[src/rtl/reed_solomon_job_ctrl.sv]
// reed_solomon_job_ctrl
// Job sequencer for the Reed-Solomon decoder AFU. Decodes host MMIO writes
// into the DSM base, control word and buffer descriptors, launches the read
// engine (descriptor 0) and write engine (descriptor 1), waits for both
// engines to finish, then posts one completion record to the DSM line.
//
// Optional feature: define RS_JOB_CYCLE_COUNT_EN to build the S_RUN cycle
// counter and report it in dsm_data[63:32]. Without it that field reads 0.
module reed_solomon_job_ctrl #(
    parameter int HC_BUFFER_SIZE = 2,
    parameter int CL_ADDR_W      = 42
) (
    input  logic                 clk,
    input  logic                 rst_n,
    input  logic                 mmio_wr_valid,
    input  logic [15:0]          mmio_wr_addr,
    input  logic [63:0]          mmio_wr_data,
    output logic                 rd_start,
    output logic                 wr_start,
    output logic [CL_ADDR_W-1:0] rd_addr,
    output logic [CL_ADDR_W-1:0] wr_addr,
    output logic [31:0]          rd_size,
    output logic [31:0]          wr_size,
    input  logic                 rd_done,
    input  logic                 wr_done,
    output logic                 engine_rst,
    output logic                 dsm_wr_valid,
    input  logic                 dsm_wr_ready,
    output logic [CL_ADDR_W-1:0] dsm_addr,
    output logic [63:0]          dsm_data,
    output logic                 busy
);

    localparam logic [15:0] ADDR_DSM   = 16'h0110;
    localparam logic [15:0] ADDR_CTRL  = 16'h0118;
    localparam logic [15:0] ADDR_DESC0 = 16'h0120;

    localparam logic [1:0] STATUS_DONE = 2'h1;
    localparam logic [1:0] STATUS_STOP = 2'h2;

    typedef enum logic [1:0] {
        S_RESET,
        S_IDLE,
        S_RUN,
        S_REPORT
    } state_t;

    state_t state;
    state_t state_next;

    logic [CL_ADDR_W-1:0] desc_addr [HC_BUFFER_SIZE];
    logic [31:0]          desc_size [HC_BUFFER_SIZE];
    logic [CL_ADDR_W-1:0] dsm_addr_q;
    logic                 rd_flag;
    logic                 wr_flag;
    logic [1:0]           status_q;
    logic                 start_q;
    logic                 stop_q;
    logic [31:0]          cycle_count;

    logic ctrl_wr;
    logic cmd_reset;
    logic cmd_release;
    logic cmd_start;
    logic cmd_stop;
    logic cfg_wr;
    logic launch;
    logic finish_ok;
    logic finish_stop;
    logic rd_seen;
    logic wr_seen;

    // Control word decode; only the exact codes act, anything else is ignored.
    assign ctrl_wr     = mmio_wr_valid && (mmio_wr_addr == ADDR_CTRL);
    assign cmd_reset   = ctrl_wr && (mmio_wr_data == 64'h0);
    assign cmd_release = ctrl_wr && (mmio_wr_data == 64'h1);
    assign cmd_start   = ctrl_wr && (mmio_wr_data == 64'h3);
    assign cmd_stop    = ctrl_wr && (mmio_wr_data == 64'h7);

    // Configuration registers are frozen while a job is in flight.
    assign cfg_wr = mmio_wr_valid && ((state == S_RESET) || (state == S_IDLE));

    // A done pulse in the same cycle as the flag check counts immediately,
    // so the final done at cycle N moves to S_REPORT at N+1.
    assign rd_seen = rd_flag || rd_done;
    assign wr_seen = wr_flag || wr_done;

    // State register.
    always_ff @(posedge clk or negedge rst_n) begin
        if (!rst_n) begin
            state <= S_RESET;
        end else begin
            state <= state_next;
        end
    end

    // Next-state logic, transition strobes and state-decoded outputs.
    always_comb begin
        state_next   = state;
        launch       = 1'b0;
        finish_ok    = 1'b0;
        finish_stop  = 1'b0;
        busy         = 1'b0;
        dsm_wr_valid = 1'b0;
        engine_rst   = stop_q;
        dsm_data     = 64'h0;
        if (cmd_reset) begin
            state_next = S_RESET;
        end else begin
            case (state)
                S_RESET: begin
                    if (cmd_release) state_next = S_IDLE;
                end
                S_IDLE: begin
                    if (cmd_start) begin
                        state_next = S_RUN;
                        launch     = 1'b1;
                    end
                end
                S_RUN: begin
                    if (rd_seen && wr_seen) begin
                        state_next = S_REPORT;
                        finish_ok  = 1'b1;
                    end else if (cmd_stop) begin
                        state_next  = S_REPORT;
                        finish_stop = 1'b1;
                    end
                end
                S_REPORT: begin
                    if (dsm_wr_ready) state_next = S_IDLE;
                end
                default: state_next = S_RESET;
            endcase
        end
        case (state)
            S_RESET: engine_rst = 1'b1;
            S_RUN:   busy = 1'b1;
            S_REPORT: begin
                busy         = 1'b1;
                dsm_wr_valid = 1'b1;
                dsm_data     = {cycle_count, 30'b0, status_q};
            end
            default: ;
        endcase
    end

    // Descriptor and DSM base registers, written only outside a job.
    always_ff @(posedge clk or negedge rst_n) begin
        if (!rst_n) begin
            for (int i = 0; i < HC_BUFFER_SIZE; i++) begin
                desc_addr[i] <= '0;
                desc_size[i] <= '0;
            end
            dsm_addr_q <= '0;
        end else if (cfg_wr) begin
            if (mmio_wr_addr == ADDR_DSM) begin
                dsm_addr_q <= mmio_wr_data[CL_ADDR_W-1:0];
            end
            for (int i = 0; i < HC_BUFFER_SIZE; i++) begin
                if (mmio_wr_addr == ADDR_DESC0 + 16'(16 * i)) begin
                    desc_addr[i] <= mmio_wr_data[CL_ADDR_W-1:0];
                end
                if (mmio_wr_addr == ADDR_DESC0 + 16'(16 * i) + 16'h8) begin
                    desc_size[i] <= mmio_wr_data[31:0];
                end
            end
        end
    end

    // Job bookkeeping: sticky done flags, completion status, launch/stop pulses.
    always_ff @(posedge clk or negedge rst_n) begin
        if (!rst_n) begin
            rd_flag  <= 1'b0;
            wr_flag  <= 1'b0;
            status_q <= 2'h0;
            start_q  <= 1'b0;
            stop_q   <= 1'b0;
        end else begin
            start_q <= launch;
            stop_q  <= finish_stop;
            if (cmd_reset || launch) begin
                rd_flag <= 1'b0;
                wr_flag <= 1'b0;
            end else if (state == S_RUN) begin
                if (rd_done) rd_flag <= 1'b1;
                if (wr_done) wr_flag <= 1'b1;
            end
            if (cmd_reset) begin
                status_q <= 2'h0;
            end else if (finish_ok) begin
                status_q <= STATUS_DONE;
            end else if (finish_stop) begin
                status_q <= STATUS_STOP;
            end
        end
    end

`ifdef RS_JOB_CYCLE_COUNT_EN
    // Saturating count of cycles spent in S_RUN for the completion record.
    always_ff @(posedge clk or negedge rst_n) begin
        if (!rst_n) begin
            cycle_count <= 32'h0;
        end else if (cmd_reset || launch) begin
            cycle_count <= 32'h0;
        end else if ((state == S_RUN) && (cycle_count != 32'hFFFF_FFFF)) begin
            cycle_count <= cycle_count + 32'h1;
        end
    end
`else
    assign cycle_count = 32'h0;
`endif

    assign rd_start = start_q;
    assign wr_start = start_q;
    assign rd_addr  = desc_addr[0];
    assign wr_addr  = desc_addr[1];
    assign rd_size  = desc_size[0];
    assign wr_size  = desc_size[1];
    assign dsm_addr = dsm_addr_q;

endmodule
[config.mk]
export PLATFORM = sky130hd
export DESIGN_NAME = reed_solomon_job_ctrl
export DESIGN_NICKNAME = d
export VERILOG_FILES = /design/src/rtl/reed_solomon_job_ctrl.sv
export SDC_FILE = /design/constraint.sdc
export NUM_CORES = 1
export LEC_CHECK = 0
export CORE_ASPECT_RATIO = 1.5
export CORE_UTILIZATION = 30
export CTS_CLUSTER_DIAMETER = 80
export DETAILED_ROUTE_END_ITERATION = 7
export SKIP_LAST_GASP = 1
export SYNTH_ARGS = -nofsm -noshare
export SYNTH_HDL_FRONTEND = slang
export SYNTH_SLANG_ARGS = --single-unit
[constraint.sdc]
create_clock -name clk -period 2.6 [get_ports clk]
set_clock_uncertainty 0.05 [all_clocks]
set_input_delay 0.26 -clock clk [delete_from_list [all_inputs] [get_ports clk]]
set_output_delay 0.26 -clock clk [all_outputs]
set_load 0.05 [all_outputs]
# After elaboration in Yosys (flattened, before gate mapping)
# Index checks and enable logic that the tools add are counted.
# Widths: inputs -> output; s select.
# totals
ff_bits,198
latchBits,0
ramBits,0
rom_bits,0
input_bits,86
out_inout_bits,259
word_cells,83
n_memories,0
# op_classes
add_sub_neg,0
n_mul,0
div_mod_pow,0
order_cmp,0
n_eq_ne,16
shifts,0
mux,30
bitwise,0
n_reduce_logical,26
# ops
cell,count
$eq 16x9->1 const B,6
$eq 64x1->1 const B,1
$eq 64x2->1 const B,1
$eq 64x3->1 const B,1
$logic_not 64->1,1
$mux 2,10
$mux 1,19
$reduce_and 2->1,7
$ne 3x3->1 const B,3
$pmux 2 s4,1
$logic_and 1x1->1,7
$reduce_bool 2->1,3
$eq 2x2->1 const B,2
$logic_or 1x1->1,4
$ne 4x4->1 const B,1
$reduce_and 4->1,1
$reduce_bool 3->1,1
$eq 2x1->1 const B,1
$logic_not 2->1,1
$reduce_or 2->1,1

# Longest topological paths before layout
# depth
depth_word,10
mapped_depth,8
mapped_depth_nobuf,7

# Worst setup path before layout
# Ideal clock, no wire load.
# synth_timing
path_kind,register -> register
start,register state[1]
end,register desc_size (netlist bit rd_size[23])
setup_ns,0.125
t_arrival_ns,2.020
required_ns,2.425
path_slack_ns,0.405
stages_incl_launch_ff,8
path_buffers,1
period_less_slack_ns,2.195
path_cell_list,dfrtp_1 > inv_1 > ha_1 > nor2_1 > and4bb_2 > nand2_1 > clkbuf_1 > mux2_2
# synth_via
elab_chain_cells,4
word_cells_on_any_way,5
cone_classes,1 x eq/ne; 4 x reduce/logical
# synth_rtl
item,line,text
start: declaration,48,state_t state;
start signal: assignment,93,state <= state_next;
$eq 2x1->1 or $logic_not 2->1 (tied branches),81,assign cfg_wr = mmio_wr_valid && ((state == S_RESET) || (state == S_IDLE));
$logic_or 1x1->1 (*),81,
$logic_and 1x1->1 (*),81,
$reduce_and 2->1 (no source line) (*),-,
end signal: indexed assignment,164,desc_size[i] <= mmio_wr_data[31:0];
end: declaration,52,logic [31:0] desc_size [HC_BUFFER_SIZE];
# Mark *: on every way between the ends. The rest lies on a longest branch, timed or not.
# A chain may end at the register's enable or synchronous reset.

# Final worst setup path
# layout_timing
start,register state[0]
end,output port engine_rst
# layout_via
elab_chain_cells,2
# layout_rtl
item,line,text
$logic_not 2->1,135,case (state)
$mux 1,135,
end: declaration,26,"output logic engine_rst,"
# Every way passes these cells.

==> metrics.txt <==
die area=28,400 sq um; Critical Path Start=state[0]$_DFFE_PN0P_; Crit Path Class=reg -> out; Max-cap violations=0; via count=5,637; Crit path required time=2.29 ns; global routing usage on met3=3.92%; met1 Use GR=19.4%; min-delay worst type=in -> async; Max IR drop VDD=0.000423 V; cell leakage power=5.91 nW; total power=6.24 mW; CP Data Arrival Time=2.18 ns; CTS buffer count=17; Avg Cell Area, Syn=14.7 sq um; Post-Place Cells=1,222; die span in x=138 microns; final period utilization=95.9%; GRT busiest layer=met2; slowest stage cell, crit path=clkdlybuf4s50_1; Startpoint Class=flop; Row Count=74; synthesized cell area=8310 sq um; CP Capture Type=output pin; # IOs=345; Reg2Reg Setup Slack=0.25 ns; met2 global-route usage=32.4%; Area Overhead vs Synth=48.0%; distinct cell type count after synthesis=38; sw frac=24.5%; TritonRoute pass-1 iters=4; Die Ht=206 microns; Crit Path Max Fanout=5; clock root cell=clkbuf_16; final core occ=45.2%; initial antenna violation count=0; crit-path max cell delay=0.70 ns; reg2reg start=state[0]$_DFFE_PN0P_; Tot GR Track Use=17.7%; residual DRC count=0; post-CTS setup buffer count=0; Cell Pwr Density=508 nW/um^2; buffers added on ports=282; outcome=complete, no violations; Initial Util=30.5%; initial detailed-routing violation count=146; Comb pwr share=8.4%; drt via density=4.49; layout cell share with drive strength beyond 1=31.3%; first-pass GRT wire length=36.0 mm; Net count, final=991; Hold Vio Cnt, Final=0; final WL=24.4 mm; RR Endpoint=rd_size[29]$_DFFE_PN0P_; Post-Synthesis Cells=565; routed len/inst=19.4 microns; clock buffer depth=2; largest net degree at the start of global routing=63; Final Setup Violations=0; FILL cells=2,533; Flop pwr share=49.3%; Ant. Diodes=0; Final HPWL DP=18.0 mm; unrepaired setup endpoints after global routing=no; R2R cell count=7; clock network power share=42.3%; max-slew violations=0; Psw=1.53 mW; vias in the first global route=5,748; post-layout min period=2.49 ns; Max-slew headroom=53.7%; clock sink count=198; clk_lat worst skew=0.44 ns; worst-path cell chain=inv_1 -> ha_1 -> or2_2 -> clkdlybuf4s50_1; Yosys reg bits=198; sequential share of the synthesized area=59.6%; CTS tree=built; warnings from Yosys=0; Worst-path clk slew=0.07 ns; Core ar.=27,200 sq um; Max Freq=401 MHz; Final GP Congestion=0.755; Worst Max-Slew Pin Slew=0.689 ns; CTS HTree Levels=4; DRT antenna net count=0; post-route insts no fill=1,255; grt ovf=0; Cell Int Power=4.72 mW
cell usage in the layout (no fill, tap or decap), drive strengths merged, types with 6 or more instances in the layout:
| cell | synthesis | layout |
|---|---|---|
| buf | 80 | 55 |
| clkbuf | 3 | 21 |
| clkdlybuf4s50 | 0 | 280 |
| clkinv | 0 | 8 |
| conb | 1 | 62 |
| dfrtp | 198 | 198 |
| mux2 | 186 | 186 |
| nand2 | 9 | 9 |
| nand3 | 6 | 6 |
| nor2 | 10 | 10 |
| nor4 | 18 | 18 |
registers in the layout (all words and copies together), names as in the netlist:
name and cells:
stop_q 1, wr_addr 42, status_q 2, wr_size 32
rd_addr 42, dsm_addr 42, state 2, rd_start 1
rd_size 32, rd_flag 1, wr_flag 1
timing repair:
| item | in CTS | in global routing |
|---|---|---|
| resized for setup | 1 | 1 |
| setup endpoints to repair | 1 | 144 |
| hold buffers | 1 | 0 |
| endpoints found under the hold margin | 58 | 0 |
cells in the mapped netlist:
master    instances  share of area, %
inv_1             4              0.18
a21o_1            1             0.090
nor4_4            1              0.26
clkbuf_1          3              0.14
o22a_1            1              0.11
o211a_1           2              0.24
nand4_1           5              0.38
dfrtp_1         198                60
nand3_2           1              0.12
or2_2             4              0.30
ha_1              5              0.75
nand3b_2          2              0.27
or4b_1            1              0.12
or3_1             2              0.15
buf_2             6              0.36
a211oi_1          1             0.090
o21ai_0           5              0.30
nand2b_1          1             0.075
buf_6             7              0.95
o22ai_1           1             0.075
conb_1            1             0.045
nor4b_1           2              0.21
a22oi_1           1             0.090
nand2_1           9              0.41
and4_1            1              0.11
nand3_1           5              0.30
mux2_1            1              0.14
o21bai_1          1             0.090
and2_1            2              0.15
nor2_1           10              0.45
a21boi_0          1             0.090
nor3_1            3              0.18
mux2_2          185                25
and4bb_2          2              0.30
buf_4            67               6.1
nor4_1           17               1.3
a21oi_1           5              0.30
and4_2            1              0.12
routing by layer:
metal | vias up | wire [microns]
met3 | 27 | 1240
li1 | 2554 | -
met2 | 198 | 13500
met1 | 2858 | 9040
met5 | - | 0
met4 | 0 | 581
cells by family (layout without fill, tap and decap cells):
family	after synthesis	count (layout)	synth area share (%)
simple gates	69	69	5.18
buf+inv	87	374	7.68
compound gates	19	19	1.48
fa+ha+maj	5	5	0.753
flops	198	198	59.6
other cells	1	62	0.0451
mux	186	186	25.2
power groups by stage:
stage / Combinational, mW / Sequential (mW) / Clock, mW
2_1_floorplan: 0.286 / 3.14 / 0
3_3_place_gp: 0.528 / 3.14 / 0
3_5_place_dp: 0.529 / 3.14 / 0
4_1_cts: 0.532 / 3.08 / 2.72
5_1_grt: 0.572 / 3.08 / 2.84
6_report: 0.523 / 3.08 / 2.64
worst max-delay path, delay by kind of cell (launching register included):
kind,cells,cell delay (ns)
flops,1,0.42
buf+inv,2,0.79
simple gates,1,0.30
fa+ha+maj,1,0.24
area by class of cell:
class                      instances  area, sq um  area share [%]
sequential                       198         4950            40.3
timing repair buffer             338         3360            27.3
multi-input combinational        341         2950            24.0
clock buffer                      20          457            3.71
tap                              342          428            3.48
clock inverter                    12          128            1.04
inverter                           4         15.0           0.122
how the worst max path moves through the flow:
stage	end	slack, ns	cells after the start
3_5_place_dp	dsm_addr[27]$_DFFE_PN0P_	-0.46	7
3_3_place_gp	wr_size[17]$_DFFE_PN0P_	-0.41	7
2_1_floorplan	rd_size[23]$_DFFE_PN0P_	0.41	7
5_1_grt	engine_rst	0.01	4
6_report	engine_rst	0.11	4
4_1_cts	wr_size[5]$_DFFE_PN0P_	0.01	7
per-stage QoR:
stage | TNS [ns] | setup WS [ns] | hold WS, ns | cell area, sq um
after global placement | -72.34 | -0.411 | 0.239 | 11700
after global routing | 0 | 0.0128 | 0.372 | 12300
final | 0 | 0.107 | 0.321 | 12300
after floorplan | 0 | 0.405 | -0.0856 | 8540
after detailed placement | -80.83 | -0.460 | 0.242 | 11700
after CTS | 0 | 0.0104 | 0.342 | 12300
No activity file was read; power rests on OpenSTA's default activity.
